## src/rtl/grant_tenure_ctrl.sv

```systemverilog
// grant_tenure_ctrl: turns one-hot arbiter grants into bounded resource
// tenures with a cooldown gap, one pending slot and sticky error flags.
//
// Ports:
//   clock        rising-edge clock
//   reset        synchronous, active-high
//   grant_i      one-hot grant (bit3=user1 .. bit0=user4)
//   release_i    owner ends its tenure early (BUSY only)
//   owner_o      one-hot owner while BUSY, else 0
//   owner_idx_o  encoded owner (0=user1 .. 3=user4), else 0
//   busy_o       high in BUSY
//   pend_o       pending slot holds a grant
//   ovf_o        sticky: a grant event was dropped
//   err_o        sticky: a non-one-hot grant was seen
//   stats_o      per-user tenure-start counters, only present when
//                GRANT_TENURE_STATS_EN is defined
module grant_tenure_ctrl #(
    parameter int TENURE = 16,
    parameter int GAP    = 2,
    parameter int CNT_W  = 8
) (
    input  logic             clock,
    input  logic             reset,
    input  logic [3:0]       grant_i,
    input  logic             release_i,
    output logic [3:0]       owner_o,
    output logic [1:0]       owner_idx_o,
    output logic             busy_o,
    output logic             pend_o,
    output logic             ovf_o,
    output logic             err_o
`ifdef GRANT_TENURE_STATS_EN
    ,
    output logic [4*CNT_W-1:0] stats_o
`endif
);

    typedef enum logic [1:0] {
        IDLE,
        BUSY,
        COOL
    } state_t;

    localparam logic [CNT_W-1:0] T_LOAD = CNT_W'(TENURE - 1);
    localparam logic [CNT_W-1:0] G_LOAD = CNT_W'((GAP > 0) ? GAP - 1 : 0);

    state_t           state_q, state_n;
    logic [CNT_W-1:0] tcnt_q, tcnt_n;
    logic [CNT_W-1:0] gcnt_q, gcnt_n;
    logic [3:0]       own_q, own_n;
    logic [3:0]       pown_q, pown_n;
    logic             pend_q, pend_n;
    logic             ovf_q, ovf_n;
    logic             err_q, err_n;
    logic [3:0]       grant_q;

    logic             changed;
    logic             multi;
    logic             ev;
    logic             bad;
    logic             start;
    logic [3:0]       start_own;
    logic             consume;

    // multi: two or more bits set
    assign changed = (grant_i != grant_q);
    assign multi   = ((grant_i & (grant_i - 4'd1)) != 4'd0);
    assign ev      = changed && (grant_i != 4'd0) && !multi;
    assign bad     = changed && multi;

    always_comb begin
        state_n   = state_q;
        tcnt_n    = tcnt_q;
        gcnt_n    = gcnt_q;
        own_n     = own_q;
        pown_n    = pown_q;
        pend_n    = pend_q;
        ovf_n     = ovf_q;
        err_n     = err_q | bad;
        start     = 1'b0;
        start_own = 4'd0;
        consume   = 1'b0;

        case (state_q)
            IDLE: begin
                // a slot left full on the way into IDLE is served first
                if (pend_q) begin
                    start     = 1'b1;
                    start_own = pown_q;
                    consume   = 1'b1;
                end else if (ev) begin
                    start     = 1'b1;
                    start_own = grant_i;
                end
            end
            BUSY: begin
                if (tcnt_q == '0 || release_i) begin
                    if (GAP > 0) begin
                        state_n = COOL;
                        gcnt_n  = G_LOAD;
                    end else if (pend_q) begin
                        start     = 1'b1;
                        start_own = pown_q;
                        consume   = 1'b1;
                    end else begin
                        state_n = IDLE;
                    end
                    own_n = 4'd0;
                end else begin
                    tcnt_n = tcnt_q - 1'b1;
                end
            end
            COOL: begin
                if (gcnt_q == '0) begin
                    if (pend_q) begin
                        start     = 1'b1;
                        start_own = pown_q;
                        consume   = 1'b1;
                    end else begin
                        state_n = IDLE;
                    end
                end else begin
                    gcnt_n = gcnt_q - 1'b1;
                end
            end
            default: state_n = IDLE;
        endcase

        if (start) begin
            state_n = BUSY;
            tcnt_n  = T_LOAD;
            own_n   = start_own;
        end

        if (consume) begin
            pend_n = 1'b0;
        end

        // events not starting a tenure go to the slot
        if (ev && (state_q != IDLE || pend_q)) begin
            if (!pend_q || consume) begin
                pend_n = 1'b1;
                pown_n = grant_i;
            end else begin
                ovf_n = 1'b1;
            end
        end
    end

    always_ff @(posedge clock) begin
        if (reset) begin
            state_q <= IDLE;
            tcnt_q  <= '0;
            gcnt_q  <= '0;
            own_q   <= 4'd0;
            pown_q  <= 4'd0;
            pend_q  <= 1'b0;
            ovf_q   <= 1'b0;
            err_q   <= 1'b0;
            grant_q <= 4'd0;
        end else begin
            state_q <= state_n;
            tcnt_q  <= tcnt_n;
            gcnt_q  <= gcnt_n;
            own_q   <= own_n;
            pown_q  <= pown_n;
            pend_q  <= pend_n;
            ovf_q   <= ovf_n;
            err_q   <= err_n;
            grant_q <= grant_i;
        end
    end

    assign busy_o  = (state_q == BUSY);
    assign owner_o = busy_o ? own_q : 4'd0;
    assign pend_o  = pend_q;
    assign ovf_o   = ovf_q;
    assign err_o   = err_q;

    always_comb begin
        owner_idx_o = 2'd0;
        unique case (1'b1)
            owner_o[3]: owner_idx_o = 2'd0;
            owner_o[2]: owner_idx_o = 2'd1;
            owner_o[1]: owner_idx_o = 2'd2;
            owner_o[0]: owner_idx_o = 2'd3;
            default:    owner_idx_o = 2'd0;
        endcase
    end

`ifdef GRANT_TENURE_STATS_EN
    logic [4*CNT_W-1:0] stats_q;

    // field b counts tenures for owner bit b; saturates at all-ones
    always_ff @(posedge clock) begin
        if (reset) begin
            stats_q <= '0;
        end else if (start) begin
            for (int b = 0; b < 4; b++) begin
                if (start_own[b] &&
                    stats_q[CNT_W*b +: CNT_W] != '1) begin
                    stats_q[CNT_W*b +: CNT_W] <=
                        stats_q[CNT_W*b +: CNT_W] + 1'b1;
                end
            end
        end
    end

    assign stats_o = stats_q;
`else
    // statistics counters not built
`endif

endmodule
```

## config.mk

```make
export PLATFORM = sky130hd
export DESIGN_NAME = grant_tenure_ctrl
export DESIGN_NICKNAME = d
export VERILOG_FILES = /design/src/rtl/grant_tenure_ctrl.sv
export SDC_FILE = /design/constraint.sdc
export NUM_CORES = 1
export LEC_CHECK = 0
export CORE_ASPECT_RATIO = 1.5
export CORE_UTILIZATION = 50
export DETAILED_ROUTE_END_ITERATION = 8
export MAX_ROUTING_LAYER = met4
export PLACE_DENSITY = 0.82
export SLEW_MARGIN = 20
export SYNTH_ARGS = -nofsm -noshare
export SYNTH_HDL_FRONTEND = slang
export SYNTH_SLANG_ARGS = --single-unit
export TNS_END_PERCENT = 20
```

## constraint.sdc

```tcl
create_clock -name clock -period 5.1 [get_ports clock]
set_input_delay 0.51 -clock clock [delete_from_list [all_inputs] [get_ports clock]]
set_output_delay 0.51 -clock clock [all_outputs]
set_load 0.1 [all_outputs]
```

# == Yosys cells after proc, flatten, opt, wreduce, memory -nomap -nowiden ==
# Cells that the tools add are included.
# classes
n_eq_ne,12
n_mux,30
addsub,3
reduce_logical,27
bitwise,5
# op_table
operator,count
4-bit two-way mux,11
8-bit logical NOT,2
8-bit two-way mux,2
8-bit case mux with 2 select lines,1
8-bit by 1-bit subtractor with 8-bit output (second input constant),2
2-bit case mux with 3 select lines,2
2-bit != test (second input constant),5
2-bit AND reduction,5
1-bit two-way mux,8
4-bit case mux with 2 select lines,1
4-bit AND reduction,2
2-bit nonzero test,4
4-bit nonzero test,2
2-bit two-way mux,3
3-bit != test (second input constant),2
4-bit bitwise AND,1
1-bit logical AND,4
4-bit != test,1
1-bit case mux with 2 select lines,2
4-bit by 1-bit subtractor with 4-bit output (second input constant),1
1-bit logical OR,3
3-bit by 1-bit != test with 1-bit output (second input constant),1
1-bit NOT,3
3-bit AND reduction,1
other kinds (7),8
# totals
output_inout_bits,10
in_bits,7
wordCells,88
ff_bits,33

# == Depth between registers and ports, before layout ==
# depth
depth_word,10
ltp_mapped,7
mapped_depth_nobuf,7

# == Least setup slack after synthesis ==
# OpenSTA, ideal clock, no wires.
# synth_path
path_type,register to output
from,register state_q[0]
to,output port owner_idx_o[0]
n_path_buf,0
path_slack_ns,1.120
t_arrival_ns,3.470
stages_incl_launch_ff,5
required_ns,4.590
cell_sequence,dfxtp_1 -> inv_1 -> nor2_1 -> and2_1 -> or2_2
# synth_between
elab_chain_len,3
# synth_rtl
element,line_no,source
"start, declared",47,"state_t state_q, state_n;"
"start signal, assigned",162,state_q <= state_n;
2-bit by 1-bit equality test with 1-bit output,174,assign busy_o = (state_q == BUSY);
named net busy_o,28,"output logic busy_o,"
4-bit two-way mux,175,assign owner_o = busy_o ? own_q : 4'd0;
named net owner_o[0],26,"output logic [3:0] owner_o,"
2-bit case mux with 3 select lines,182,unique case (1'b1)
"end, declared",27,"output logic [1:0] owner_idx_o,"
# The timed path passes the listed nets, and every way through them passes these cells.

# == Worst setup path after layout ==
# layout_path
from,register state_q[0]
to,output port owner_idx_o[0]
# layout_between
elab_chain_len,3
# layout_rtl
element,line_no
2-bit by 1-bit equality test with 1-bit output,174
4-bit two-way mux,175
2-bit case mux with 3 select lines,182
# Every way passes these cells.

==> qor.yml <==
timing:
  skew_ns: 0.0111
  layout_setup_ws_ns: 1.87
  fmax_ghz: 0.310
  rsz0062_at_grt: "no"
  period_minus_slack_ns: 3.23
  max_slew_margin_pct: 33.7
  worst_pin_slew_ns: 0.991
  finalSetupViolCount: 0
  fin_crit_sh_pct: 63.3
  fin_tns_setup_ns: 0
  slew_violations: 0
  finalHoldViolations: 0
placed_design:
  post-dp-hpwl_mm: 2.54
  dp_slack_ns: 2.20
  port_buffers: 16
  place_congestion: 0.750
critical_path:
  cp.required_ns: 4.59
  worst-path-buf-inv: 2
  path_max_fanout: 8
  crit_type: "reg2out"
  critPathSlowestCell: "clkdlybuf4s50_1"
  worstPathArrival_ns: 2.72
  critPathMaxStageDelay_ns: 1.12
  cp-start-kind: "register"
  critPathCaptureType: "primary output"
  crit_chain: "inv_1 > nor2_1 > and2_1 > or2_2 > clkdlybuf4s50_1"
  critPathTopFamily: "buffers and inverters"
yosys:
  synth.area.top_cells: "dfxtp_1 40%, xor2_1 4.8%, a21oi_1 4.3%"
  yosysWarnings: 0
  synth_top_cell_area_share_pct: 40.1
  synth_edf_count: 0
  synthFlopType: "dfxtp_1"
  ys_types: 45
  synth.largest_area_cell: "dfxtp_1"
  syn_area_um2: 1650
  syn-num-nets: 193
  ys_seq_elements: 33
  postSynth.asyncResetShare_pct: 0
  synth.avg_cell_area_um2: 9.05
  synthCells: 182
  ys_seq_area_share_pct: 40.1
cts:
  cts.path.max_buffers: 2
  cts_tree: "built"
  clk_latency_ns: 0.29
  htreeDepth: 2
  cts.sink_count: 33
  clk_pin_slew_worst_paths_ns: 0.07
  hold_buffers: 0
  cts-resized-gates: 0
  post_cts_buffers: 0
  cts-root-buf: "clkbuf_8"
  cts_buffers: 5
layout:
  layout_commonest_cell: "dfxtp_1"
  seqCellArea_um2: 661
  most-common-layout-cells: "33 x dfxtp_1, 17 x nor2_1, 16 x clkdlybuf4s50_1"
  area_delta_synth_final_pct: 19.2
  nets: 209
  multiInputGateArea_um2: 930
  fillCellCount: 282
  drive_gt1_share_pct: 9.55
  antenna_cells: 0
power:
  vdd_drop_max_mv: 0.323
  p_leak_nw: 0.726
  power_density_nw_per_um2: 375
global_routing:
  grt_pass1_vias: 1250
  grt_pass1_wl_mm: 5.55
  antenna_found_initial: 0
  grt-ovfl-total: 0
  grt_use_total_pct: 21.8
  grt_max_degree: 26
detailed_routing:
  wl_per_cell_um: 14.6
  drc_errors: 0
  antenna_left: 0
  drtIter0Drc: 10
  vias: 1352
  finalWirelength_mm: 3.49
  avgViaCountPerCell: 5.66
  drt_pre_antenna_iters: 4
die:
  die_area_um2: 3530
  initial_utilization_pct: 52.2
  io_pins: 17
  rows: 25
  fp.dieH_um: 72.3
  core_um2: 3160
  chipWidth_um: 48.9
run_status:
  status: "finished, final reports clean"
job:
  drv_cap: 0
worst_hold_path:
  hold_path_class: "reg2reg"
final timing paths:
check | from | end | slack, ns | depth (start not counted)
min reg2reg | ovf_o | ovf_o | 0.44 | 2
max | state_q[0] | owner_idx_o[0] | 1.87 | 5
max reg2reg | tcnt_q[0] | tcnt_q[4] | 2.92 | 7
min | ovf_o | ovf_o | 0.44 | 2
through the flow:
| step | total power [mW] | std cells | util, % | hold WS, ns | instance area (um^2) |
|---|---|---|---|---|---|
| after global routing | 0.766 | 239 | 62.2 | 0.466 | 1960 |
| after floorplan | 0.414 | 182 | - | 0.424 | 1650 |
| after detailed placement | 0.449 | 231 | 57.9 | 0.436 | 1830 |
| after CTS | 0.741 | 239 | 62.2 | 0.446 | 1960 |
| after global placement | 0.441 | 231 | 57.9 | 0.436 | 1830 |
| final | 0.736 | 239 | 62.2 | 0.444 | 1960 |
layer usage:
metal,vias up,wire (um),track usage [%]
met3,8,82,5.03
met1,652,1400,21.9
li1,673,-,-
met2,19,1920,38.6
met4,0,85,12.1
met5,-,0,-
Yosys cell counts (2+ instances only):
| library cell | number |
|---|---|
| ha_1 | 4 |
| xor2_1 | 9 |
| nand3_1 | 6 |
| and2_1 | 6 |
| dfxtp_1 | 33 |
| inv_1 | 8 |
| o21ai_0 | 5 |
| a32oi_1 | 5 |
| or4_1 | 2 |
| clkbuf_1 | 6 |
| o21ai_1 | 3 |
| nor2_1 | 17 |
| nand2_1 | 4 |
| nor4b_1 | 2 |
| mux2_1 | 4 |
| nor3_1 | 5 |
| or2_2 | 2 |
| or3_1 | 4 |
| nor2b_1 | 11 |
| o2bb2ai_1 | 4 |
| a21oi_1 | 14 |
| xnor2_1 | 5 |
state kept, by name, indices dropped and copies added (netlist names):
register	flops
grant_q	4
pend_o	1
state_q	2
pown_q	4
err_o	1
tcnt_q	8
own_q	4
gcnt_q	8
ovf_o	1
report_power, final:
part | switching, mW | internal [mW]
Sequential | 0.0188 | 0.277
Combinational | 0.0936 | 0.0555
Clock | 0.0975 | 0.194
Total | 0.210 | 0.527
cell families (layout without fill, tap and decap cells):
| group | count (synthesis) | after routing | synth area share, % |
|---|---|---|---|
| adder cells (fa/ha/maj) | 5 | 5 | 3.64 |
| AND/OR/NAND/NOR | 71 | 71 | 24.8 |
| AO/OA/AOI/OAI | 40 | 40 | 17.8 |
| buffers and inverters | 15 | 32 | 3.49 |
| XOR/XNOR | 14 | 14 | 7.44 |
| flip-flops | 33 | 33 | 40.1 |
| multiplexers | 4 | 4 | 2.73 |
worst min-delay path, cell delays in order (launching register included):
cell and delay (ns):
dfxtp_1 0.31, inv_1 0.05, a21oi_1 0.05
final cells by class:
class,instances,area share [%]
Clock inverter,3,3.31
Inverter,8,1.53
Clock buffer,5,3.50
Timing Repair Buffer,16,8.15
Sequential cell,33,33.6
Multi-Input combinational cell,134,47.3
Tap cell,40,2.55
Note: power is estimated with default switching activity, not from simulation.
